File: src/rtl/command_entry_ctrl.sv
// Command entry controller: assembles {address[4:0], command[6:0]} one hex digit
// at a time, drives cursor blanking, and submits the word over valid/ready.
module command_entry_ctrl #(
  parameter int BLINK_W = 24
) (
  input  logic        clk,
  input  logic        rst_n,
  input  logic        key_valid,
  input  logic [3:0]  key_data,
  input  logic        key_back,
  input  logic        key_enter,
  input  logic        key_clear,
  output logic [11:0] cmd_buf,
  output logic        cmd_valid,
  input  logic        cmd_ready,
  output logic [2:0]  digit_pos,
  output logic [3:0]  digit_blank,
  output logic        busy,
  output logic        err
);

  typedef enum logic [0:0] {
    ST_EDIT    = 1'b0,
    ST_PENDING = 1'b1
  } state_e;

  state_e               state_q, state_d;
  logic [2:0]           count_q, count_d;
  logic [11:0]          buf_q, buf_d;
  logic                 valid_q, valid_d;
  logic                 err_q, err_d;
  logic [3:0]           blank_q, blank_d;
  logic [BLINK_W-1:0]   blink_q, blink_d;

  // Field layout: pos0=addr[4] (bit 11), pos1=addr[3:0], pos2=cmd[6:4], pos3=cmd[3:0].
  function automatic logic [11:0] set_field(input logic [11:0] w,
                                            input logic [2:0]  pos,
                                            input logic [3:0]  v);
    logic [11:0] r;
    r = w;
    case (pos)
      3'd0:    r[11]   = v[0];
      3'd1:    r[10:7] = v;
      3'd2:    r[6:4]  = v[2:0];
      default: r[3:0]  = v;
    endcase
    return r;
  endfunction

  function automatic logic digit_in_range(input logic [2:0] pos,
                                          input logic [3:0] v);
    logic ok;
    case (pos)
      3'd0:    ok = (v <= 4'd1);
      3'd2:    ok = (v <= 4'd7);
      default: ok = 1'b1;
    endcase
    return ok;
  endfunction

  always_comb begin
    state_d = state_q;
    count_d = count_q;
    buf_d   = buf_q;
    valid_d = valid_q;
    err_d   = 1'b0;
    blink_d = blink_q + 1'b1;

    case (state_q)
      ST_EDIT: begin
        if (key_clear) begin
          buf_d   = 12'h000;
          count_d = 3'd0;
        end else if (key_enter) begin
          if (count_q == 3'd4) begin
            state_d = ST_PENDING;
            valid_d = 1'b1;
          end else begin
            err_d = 1'b1;
          end
        end else if (key_back) begin
          if (count_q != 3'd0) begin
            count_d = count_q - 3'd1;
            buf_d   = set_field(buf_q, count_q - 3'd1, 4'd0);
          end
        end else if (key_valid) begin
          if (count_q == 3'd4 || !digit_in_range(count_q, key_data)) begin
            err_d = 1'b1;
          end else begin
            // First digit of a new entry replaces the previously shown word.
            buf_d   = set_field((count_q == 3'd0) ? 12'h000 : buf_q, count_q, key_data);
            count_d = count_q + 3'd1;
          end
        end
      end

      ST_PENDING: begin
        if (cmd_ready) begin
          state_d = ST_EDIT;
          valid_d = 1'b0;
          count_d = 3'd0;
        end else if (key_clear) begin
          state_d = ST_EDIT;
          valid_d = 1'b0;
          count_d = 3'd0;
          buf_d   = 12'h000;
        end
        // An effective abort swallows the other keys of that cycle silently.
        if ((key_valid || key_back || key_enter) && !(key_clear && !cmd_ready)) begin
          err_d = 1'b1;
        end
      end

      default: begin
        state_d = ST_EDIT;
      end
    endcase

    if (state_d == ST_EDIT && count_d < 3'd4) begin
      blank_d = 4'(blink_d[BLINK_W-1]) << count_d[1:0];
    end else begin
      blank_d = 4'b0000;
    end
  end

  always_ff @(posedge clk or negedge rst_n) begin
    if (!rst_n) begin
      state_q <= ST_EDIT;
      count_q <= 3'd0;
      buf_q   <= 12'h000;
      valid_q <= 1'b0;
      err_q   <= 1'b0;
      blank_q <= 4'b0000;
      blink_q <= '0;
    end else begin
      state_q <= state_d;
      count_q <= count_d;
      buf_q   <= buf_d;
      valid_q <= valid_d;
      err_q   <= err_d;
      blank_q <= blank_d;
      blink_q <= blink_d;
    end
  end

  assign cmd_buf     = buf_q;
  assign cmd_valid   = valid_q;
  assign digit_pos   = count_q;
  assign digit_blank = blank_q;
  assign busy        = (state_q == ST_PENDING);
  assign err         = err_q;

endmodule

File: config.mk
export PLATFORM = sky130hd
export DESIGN_NAME = command_entry_ctrl
export DESIGN_NICKNAME = d
export VERILOG_FILES = /design/src/rtl/command_entry_ctrl.sv
export SDC_FILE = /design/constraint.sdc
export NUM_CORES = 1
export LEC_CHECK = 0
export BUFFER_PORTS_ARGS = -buffer_cell sky130_fd_sc_hd__buf_2
export CAP_MARGIN = 30
export CORE_MARGIN = 1
export CORE_UTILIZATION = 33
export CTS_CLUSTER_DIAMETER = 30
export DETAILED_ROUTE_END_ITERATION = 8
export PLACE_DENSITY = 0.52
export SYNTH_ARGS = -nofsm -noshare
export SYNTH_HDL_FRONTEND = slang
export SYNTH_SLANG_ARGS = --single-unit
File: constraint.sdc
create_clock -name clk -period 2.3 [get_ports clk]
set_input_delay 0.115 -clock clk [delete_from_list [all_inputs] [get_ports clk]]
set_output_delay 0.115 -clock clk [all_outputs]
set_load 0.01 [all_outputs]
==> results of run 1 <==
[stage by stage]
step	cell area [um^2]	utilization	setup slack (ps)
after global routing	2920	0.402	-30.7
after detailed placement	2780	0.383	21.8
after CTS	2890	0.398	52.2
final	2920	0.402	184
after global placement	2780	0.383	99.9
after floorplan	2480	-	4.55
[state kept, by name, summed over array words and instances (netlist names)]
name	count
blink_q	24
busy	1
cmd_buf	12
cmd_valid	1
digit_blank	4
digit_pos	3
err	1
[placed cells by master (no fill, tap or decap), drive strengths merged, types with 3 or more instances in the layout]
cell type,instances
and4,4
ha,7
a21oi,9
nand3,12
xnor2,16
nand2,21
clkbuf,5
dfrtp,46
inv,21
nand2b,4
xor2,8
nor2,24
mux2i,3
buf,43
nand4,10
o21ai,15
nor4,3
nor3,4
[worst reg2reg max path, stage by stage, from the launching register on]
cell,delay (ps)
dfrtp_2,410
inv_1,110
ha_2,230
o21bai_2,180
a221oi_4,120
or3_1,390
a21oi_1,160
o21ai_2,90
mux2_4,320
[kinds of logic (layout without fill, tap and decap cells)]
family,count (synthesis),after routing,synth area share
buffers and inverters,31,73,0.0605
AND/OR/NAND/NOR,93,93,0.209
adder cells (fa/ha/maj),7,7,0.0353
flip-flops,46,46,0.463
XOR/XNOR,24,24,0.0846
multiplexers,5,5,0.0227
AO/OA/AOI/OAI,43,43,0.125
[cell type report]
type / instances / area share
timing repair buffer: 44 / 0.0867
sequential: 46 / 0.395
tap: 99 / 0.0425
inverter: 21 / 0.0270
multi-input combinational: 172 / 0.418
clock buffer: 5 / 0.0236
clock inverter: 3 / 0.00729
[what timing repair did]
action	in CTS	in global routing
setup endpoints to repair	3	16
hold buffers	1	0
gates resized for setup	1	8
hold endpoints to repair	25	0
[power groups by stage]
stage	clock network, mW	logic [mW]	registers [mW]
2_1_floorplan	0	0.437	0.910
3_3_place_gp	0	0.658	0.887
3_5_place_dp	0	0.658	0.888
4_1_cts	0.530	0.664	0.872
5_1_grt	0.559	0.783	0.879
6_report	0.509	0.701	0.873
[metal layers]
metal,GRT usage,vias up,share of wire
met5,0,-,0
met3,0.0336,7,0.038
li1,-,937,-
met4,0.0484,0,0.013
met1,0.213,888,0.54
met2,0.220,35,0.40
[path summary, 6_finish.rpt]
check / from / cells past startpoint / to / slack, ps
worst max-delay path: digit_pos[0] / 8 / cmd_buf[3] / 180
worst min-delay path: key_data[2] / 3 / cmd_buf[2] / 90
worst max register to register: digit_pos[0] / 8 / cmd_buf[3] / 180
worst min register to register: blink_q[10] / 1 / blink_q[10] / 470
max in group asynchronous: rst_n / 3 / blink_q[9] / 1350
min in group asynchronous: rst_n / 2 / digit_pos[2] / 360
==> out/metrics.cfg, run 1 <==
[detailed_routing]
initialDrtViolationCount = 90
drc = 0
vias = 1867
vias_per_cell = 4.79
wl_per_cell_um = 13.2
ant_nets = 0
drt_pass1_iterations = 4
wirelength_mm = 5.16

[floorplanning]
die_area_um2 = 7880
core_um2 = 7250
die_h_um = 88.8
dieWidth_um = 88.8
io_pins = 33
start_util = 0.342
row_count = 31

[synth]
synth_flop_cell = dfrtp_1
yosysTopAreaCell = dfrtp_1
ys_seq_elements = 46
syn_area_um2 = 2480
post_synth_inst_count = 249
ys_top_cells_by_area = dfrtp_1 (46%), xnor2_1 (5.6%), nor2_1 (3.6%), ha_1 (3.5%), inv_1 (3.2%)
synthArstFlopShare = 1.00
syn_area_per_cell_um2 = 9.97
synth_most_common_cell = dfrtp_1
synth_cell_types = 52
synth_seq_area_share = 0.463
synth_edf_count = 0
synth_warnings = 0
syn_nets = 267
synth_common_cells = dfrtp_1 (46), nor2_1 (24), inv_1 (21), nand2_1 (21), xnor2_1 (16)
synth_top_area_frac = 0.463

[power]
leakagePower_nw = 1.38
power_density_nw_per_um2 = 714
power.total_mw = 2.08
pwr-share-clk = 0.244
max-vdd-ir-drop_mv = 0.387
combPwrFrac = 0.336
p_sw_frac = 0.357
switchingPower_mw = 0.743
power_frac_seq = 0.419
intPower_mw = 1.34

[worst_setup_path]
start_kind = flop
required_ps = 2490
worstPathCellList = inv_1 -> ha_2 -> o21bai_2 -> a221oi_4 -> or3_1 -> a21oi_1 -> o21ai_2 -> mux2_4
critPathArrivalTime_ps = 2300
cp-end-kind = flop
slowest_stage = dfrtp_2
critical_path.max_stage_delay_ps = 410
path_class = reg -> reg
cp_max_fo = 4
crit_family = compound AO/OA/AOI/OAI gates
cp_num_buf_inv = 1

[cells_and_area]
final_cells = 390
syn2layout_area_growth_pct = 17.4
multi_input_area_um2 = 1220
regArea_um2 = 1150
fill_cells = 739
antenna_cells = 0
layout-drive-gt1-share = 0.241
num-nets-final = 308

[timing]
fin_setup_tns_ps = 0
max_freq_mhz = 473
tightest_slew_ps = 633
layout_worst_path_cycle_share = 0.920
setup_viol = 0
finalHoldViolCount = 0
slew_headroom = 0.573
finClkSkew_ps = 8.08
drv_slew = 0
rsz0062_at_grt = yes
fin_hold_ws_ps = 91.6
period_minus_slack_ps = 2120

[min_path]
min_path_type = in -> reg

[cts]
postCtsSetupBuffers = 0
clk_pin_slew_ps = 90
insertion_delay_ps = 300
h-tree-depth = 2
cts_tree = done
root_buffer = clkbuf_8
clock_sinks = 46
clockBufferDepth = 2
cts_buffers = 5

[placement]
portBuffers = 32
gp_congestion = 0.864
dpl.hpwl_mm = 3.76
dp.cells = 381

[job]
max_cap_viol_count = 0

[global_route]
grt_max_degree = 28
grtUsageTotal = 0.148
grt_pass1_vias = 1828
grt_pass1_wl_mm = 8.94
grt_antenna_before_repair = 0
grt_overflow_total = 0

[outcome]
status = completed

Power figures use the tool's default switching activity.
==> run 2, diff against run 1 <==
--- a/config.mk
+++ b/config.mk
@@ -8,10 +8,11 @@
 export BUFFER_PORTS_ARGS = -buffer_cell sky130_fd_sc_hd__buf_2
 export CAP_MARGIN = 30
 export CORE_MARGIN = 1
-export CORE_UTILIZATION = 33
+export CORE_UTILIZATION = 45
 export CTS_CLUSTER_DIAMETER = 30
 export DETAILED_ROUTE_END_ITERATION = 8
-export PLACE_DENSITY = 0.52
+export PLACE_DENSITY = 0.67
+export SKIP_CTS_REPAIR_TIMING = 1
 export SYNTH_ARGS = -nofsm -noshare
 export SYNTH_HDL_FRONTEND = slang
 export SYNTH_SLANG_ARGS = --single-unit
==> run 2 against run 1 <==
Sequential power hardly changed. Register-to-register slack got worse by 100 ps. Worst setup slack worse by 100 ps. Critical path type unchanged. Via count rose by 0.21%. First-iteration DRC count grew 30%. Clock power grew 7.9%. Combinational power grew 3.6%. Global-route usage up 3.2 points. Power up 2.9%. Core utilization increased by 16 points.
==> out/metrics.cfg, run 2 (synthesis gave the netlist of run 1 again) <==
[outcome]
status = completed

[timing]
finalHoldViolCount = 0  ; unchanged
period_minus_slack_ps = 2220  ; +104 ps
max_freq_mhz = 451  ; -4.7%
finClkSkew_ps = 6.85  ; -1.23 ps
tightest_slew_ps = 732  ; +98.9 ps
slew_headroom = 0.507  ; -0.0666
setup_viol = 0  ; unchanged
drv_slew = 0  ; unchanged
layout_worst_path_cycle_share = 0.965  ; +0.0452

[worst_setup_path]
rrSetupSlack_ps = 80  ; -100 ps
reg2reg_to = cmd_buf[3]
required_ps = 2490  ; about the same
rr_startpoint = digit_pos[1]
critPathCapture = cmd_buf[3]
cp-end-kind = flop
worstRegToRegCells = 7  ; -1
cp-startpoint = digit_pos[1]
critPathArrivalTime_ps = 2410  ; +110 ps
start_kind = flop
path_class = reg -> reg
cp_max_fo = 7  ; +3

[cts]
clk_pin_slew_ps = 90  ; about the same
root_buffer = clkbuf_8
clock_sinks = 46  ; unchanged
clockBufferDepth = 2  ; unchanged
cts_buffers = 5  ; unchanged
insertion_delay_ps = 300  ; about the same
h-tree-depth = 2  ; unchanged
cts_tree = done

[global_route]
grtUsageTotal = 0.180  ; +0.0323
grt_overflow_total = 0  ; unchanged
grt_pass1_vias = 1763  ; -3.6%
grt_antenna_before_repair = 0  ; unchanged
grt_max_degree = 26  ; -7.1%
grt_pass1_wl_mm = 8.41  ; -5.9%

[detailed_routing]
wl_per_cell_um = 13.6  ; +2.7%
vias = 1871  ; +0.21%
wirelength_mm = 4.93  ; -4.5%
ant_nets = 0  ; unchanged
drc = 0  ; unchanged
initialDrtViolationCount = 117  ; +30%
vias_per_cell = 5.15  ; +7.7%
drt_pass1_iterations = 4  ; unchanged

[floorplanning]
core_um2 = 5200  ; -28%
io_pins = 33  ; unchanged
die_h_um = 76.3  ; -14%
row_count = 26  ; -16%
die_area_um2 = 5820  ; -26%
dieWidth_um = 76.3  ; -14%
start_util = 0.477  ; +0.135

[power]
power.total_mw = 2.14  ; +2.9%
power_density_nw_per_um2 = 736  ; +3.1%
max-vdd-ir-drop_mv = 0.361  ; -6.7%
leakagePower_nw = 1.40  ; +1.4%

[cells_and_area]
largest_register_ffs = 24  ; unchanged
top_register = blink_q
final_cells = 363  ; -6.9%
antenna_cells = 0  ; unchanged
final_cell_mix = dfrtp_1 (45), buf_2 (32), nor2_1 (23)
num-nets-final = 310  ; +0.65%
final_cell_area_um2 = 2910  ; -0.17%
layout-drive-gt1-share = 0.256  ; +0.0154
layout_commonest_cell = dfrtp_1
syn2layout_area_growth_pct = 17.2

[placement]
portBuffers = 32  ; unchanged
placed_area_um2 = 2740  ; -1.6%
dp.cells = 351  ; -7.9%
gp_congestion = 0.902  ; +4.3%
dpl.hpwl_mm = 3.63  ; -3.4%

[min_path]
min_path_type = in -> reg

[job]
max_cap_viol_count = 0  ; unchanged

-- run 2: how the worst min path moves through the flow --
stage / cells past startpoint / end / from
2_1_floorplan: 0 / blink_q[0] / rst_n
3_3_place_gp: 1 / digit_pos[2] / rst_n
3_5_place_dp: 1 / digit_pos[2] / rst_n
4_1_cts: 1 / digit_pos[2] / rst_n
5_1_grt: 3 / cmd_buf[2] / key_data[2]
6_report: 3 / cmd_buf[1] / key_data[1]
-- run 2: layer usage --
layer | GRT usage | vias to the layer above | wire [um]
met3 | 0.0443 | 7 | 265
met4 | 0.0596 | 0 | 59
li1 | - | 940 | -
met5 | 0 | - | 0
met2 | 0.259 | 45 | 2140
met1 | 0.264 | 879 | 2470
-- run 2: worst max-delay path, stage by stage, from the launching register on --
cell     delay, ps
dfrtp_1        440
ha_2           210
buf_4          160
o311a_1        340
or3_1          310
a21oi_1        180
o21ai_2        140
mux2_4         340
-- run 2: layout make-up --
class	count	area, um^2
Clock buffer	7	96.3
Clock inverter	1	8.76
Fill cell	481	2290
Inverter	21	78.8
Multi-Input combinational cell	172	1220
Sequential cell	46	1150
Tap cell	70	87.6
Timing Repair Buffer	46	268
-- run 2: metrics by stage --
step | utilization | setup TNS [ps] | setup WS (ps) | hold WS (ps)
finish | 0.559 | 0 | 80.4 | 87.1
global placement | 0.526 | 0 | 107 | 145
detailed placement | 0.526 | -1.51 | -1.51 | 137
CTS | 0.546 | -18.8 | -18.0 | -187
global route | 0.559 | -17.8 | -13.9 | 89.3
floorplan | - | 0 | 4.55 | -181
-- run 2: where the power goes --
part           total [mW]  switching (mW)  internal (mW)
clock network       0.549           0.273          0.276
logic               0.726           0.425          0.301
registers           0.870          0.0252          0.844
==> run 3, diff against run 2 <==
--- a/config.mk
+++ b/config.mk
@@ -7,11 +7,13 @@
 export LEC_CHECK = 0
 export BUFFER_PORTS_ARGS = -buffer_cell sky130_fd_sc_hd__buf_2
 export CAP_MARGIN = 30
+export CELL_PAD_IN_SITES_DETAIL_PLACEMENT = 2
+export CELL_PAD_IN_SITES_GLOBAL_PLACEMENT = 2
 export CORE_MARGIN = 1
-export CORE_UTILIZATION = 45
+export CORE_UTILIZATION = 33
 export CTS_CLUSTER_DIAMETER = 30
 export DETAILED_ROUTE_END_ITERATION = 8
-export PLACE_DENSITY = 0.67
+export PLACE_DENSITY = 0.76
 export SKIP_CTS_REPAIR_TIMING = 1
 export SYNTH_ARGS = -nofsm -noshare
 export SYNTH_HDL_FRONTEND = slang
==> run 3 against run 2 <==
Critical path depth stayed put. Core utilization shrank 15 points. Clock skew hardly changed. Final area up 2.5%. Register-to-register slack better by 20 ps. First-iteration DRC count decreased by 49%. Hold slack better by 22 ps. Sequential power grew 0.6%. Combinational power grew 15%.
==> out/metrics.cfg, run 3 (synthesis gave the netlist of run 1 again) <==
[outcome]
status = completed

[placement]
portBuffers = 32  ; unchanged
placed_area_um2 = 2780  ; +1.6%
gp_congestion = 0.822  ; -8.8%
dpl.hpwl_mm = 4.91  ; +35%

[cells_and_area]
fill_cells = 797  ; +66%
final_cell_mix = dfrtp_1 (44), buf_2 (32), nor2_1 (23)
top_register = blink_q
num-nets-final = 312  ; +0.65%
largest_register_ffs = 24  ; unchanged
antenna_cells = 0  ; unchanged
layout_commonest_cell = dfrtp_1
syn2layout_area_growth_pct = 20.2
layout-drive-gt1-share = 0.268  ; +0.0118
final_cell_area_um2 = 2990  ; +2.5%

[global_route]
grt.met2_usage = 0.311  ; +0.0517
grt_pass1_vias = 2157  ; +22%
use_met1 = 0.228  ; -0.0363
grt_use_met3 = 0.0420  ; -0.00233
grtUsageTotal = 0.183  ; +0.00300
grt_overflow_total = 0  ; unchanged
grt.busiest_layer = met2
grt_max_degree = 37  ; +42%
grt_antenna_before_repair = 0  ; unchanged
grt_pass1_wl_mm = 10.8  ; +28%

[worst_setup_path]
critPathArrivalTime_ps = 2400  ; about the same
critical_path.max_stage_delay_ps = 420  ; -20 ps
rrSetupSlack_ps = 100  ; +20 ps
cp-startpoint = digit_pos[0]
start_kind = flop
cp-end-kind = flop
crit_family = compound AO/OA/AOI/OAI gates
critPathCapture = cmd_buf[3]
reg2reg_to = cmd_buf[3]
required_ps = 2500  ; about the same
cp_num_buf_inv = 1  ; unchanged
slowest_stage = dfrtp_2
cp.depth = 7  ; unchanged
worstRegToRegCells = 7  ; unchanged
worstPathCellList = buf_4 -> ha_1 -> o311a_1 -> or3_1 -> a21oi_1 -> o21ai_2 -> mux2_4
path_class = reg -> reg
rr_startpoint = digit_pos[0]
cp_max_fo = 6  ; -1

[detailed_routing]
wl_per_cell_um = 16.8  ; +24%
wirelength_mm = 6.62  ; +34%
drt_pass1_iterations = 4  ; unchanged
vias = 2010  ; +7.4%
drc = 0  ; unchanged
initialDrtViolationCount = 60  ; -49%
ant_nets = 0  ; unchanged
vias_per_cell = 5.10  ; -1.0%

[cts]
cts_buffers = 5  ; unchanged
cts_tree = done
clk_pin_slew_ps = 90  ; about the same
insertion_delay_ps = 310  ; about the same
h-tree-depth = 2  ; unchanged
root_buffer = clkbuf_8
clock_sinks = 46  ; unchanged
clockBufferDepth = 2  ; unchanged

[floorplanning]
start_util = 0.342  ; -0.135
die_area_um2 = 7880  ; +35%
die_h_um = 88.8  ; +16%
core_um2 = 7250  ; +39%
row_count = 31  ; +19%
dieWidth_um = 88.8  ; +16%
io_pins = 33  ; unchanged

[timing]
rsz0062_at_grt = no
fin_hold_ws_ps = 110  ; +22.4 ps
drv_slew = 0  ; unchanged
tightest_slew_ps = 840  ; +107 ps
period_minus_slack_ps = 2200  ; -17.8 ps
finalHoldViolCount = 0  ; unchanged
max_freq_mhz = 454  ; +0.81%
slew_headroom = 0.440  ; -0.0664
setup_viol = 0  ; unchanged
layout_worst_path_cycle_share = 0.957  ; -0.00776
finClkSkew_ps = 6.57  ; -0.285 ps

[power]
power_density_nw_per_um2 = 741  ; +0.63%
max-vdd-ir-drop_mv = 0.291  ; -19%
power_frac_seq = 0.395  ; -0.011
power.total_mw = 2.21  ; +3.2%
leakagePower_nw = 1.40  ; about the same
pwr-share-clk = 0.229  ; -0.027
intPower_mw = 1.40  ; -1.4%
combPwrFrac = 0.376  ; +0.038
p_sw_frac = 0.367  ; +0.0293
switchingPower_mw = 0.811  ; +12%

[min_path]
min_path_type = in -> reg

[job]
max_cap_viol_count = 0  ; unchanged

## run 3: per-stage QoR
step	utilization	setup slack (ps)	cells	TNS, ps
final	0.412	98.2	394	0
after global routing	0.412	30.2	394	0
after CTS	0.395	-187	389	-1010
after detailed placement	0.383	-168	381	-773
after global placement	0.383	39.0	381	0
after floorplan	-	4.55	249	0
## run 3: per-layer routing
| layer | up-vias | part of all wire | wire length [um] |
|---|---|---|---|
| met1 | 1014 | 0.45 | 3010 |
| met4 | 0 | 0.014 | 95 |
| met5 | - | 0 | 0 |
| met3 | 9 | 0.028 | 187 |
| li1 | 948 | - | - |
| met2 | 39 | 0.50 | 3330 |
## run 3: tightest hold or removal path, cell delays in order
cell,delay [ps]
buf_2,140
nand2_1,60
mux2i_1,60
## run 3: layout make-up
| type | count | area (um^2) | area share |
|---|---|---|---|
| Multi-Input combinational cell | 172 | 1260 | 0.422 |
| Sequential cell | 46 | 1150 | 0.386 |
| Timing Repair Buffer | 48 | 283 | 0.0947 |
| Tap cell | 99 | 124 | 0.0415 |
| Inverter | 21 | 78.8 | 0.0264 |
| Clock buffer | 6 | 72.6 | 0.0243 |
| Clock inverter | 2 | 13.8 | 0.00461 |
## run 3: worst min-delay path by stage
stage | startpoint | to | slack [ps] | cells past startpoint
finish | key_data[0] | cmd_buf[0] | 110 | 3
CTS | rst_n | cmd_buf[0] | -70 | 1
global route | key_data[1] | cmd_buf[1] | 110 | 3
floorplan | rst_n | blink_q[0] | -180 | 0
detailed placement | rst_n | cmd_buf[0] | 270 | 1
global placement | rst_n | cmd_buf[0] | 260 | 1
## run 3: power groups by stage
stage | clock network (mW) | registers, mW | logic (mW)
finish | 0.506 | 0.875 | 0.832
global route | 0.561 | 0.881 | 0.915
CTS | 0.533 | 0.870 | 0.716
detailed placement | 0 | 0.886 | 0.710
global placement | 0 | 0.884 | 0.676
floorplan | 0 | 0.910 | 0.437
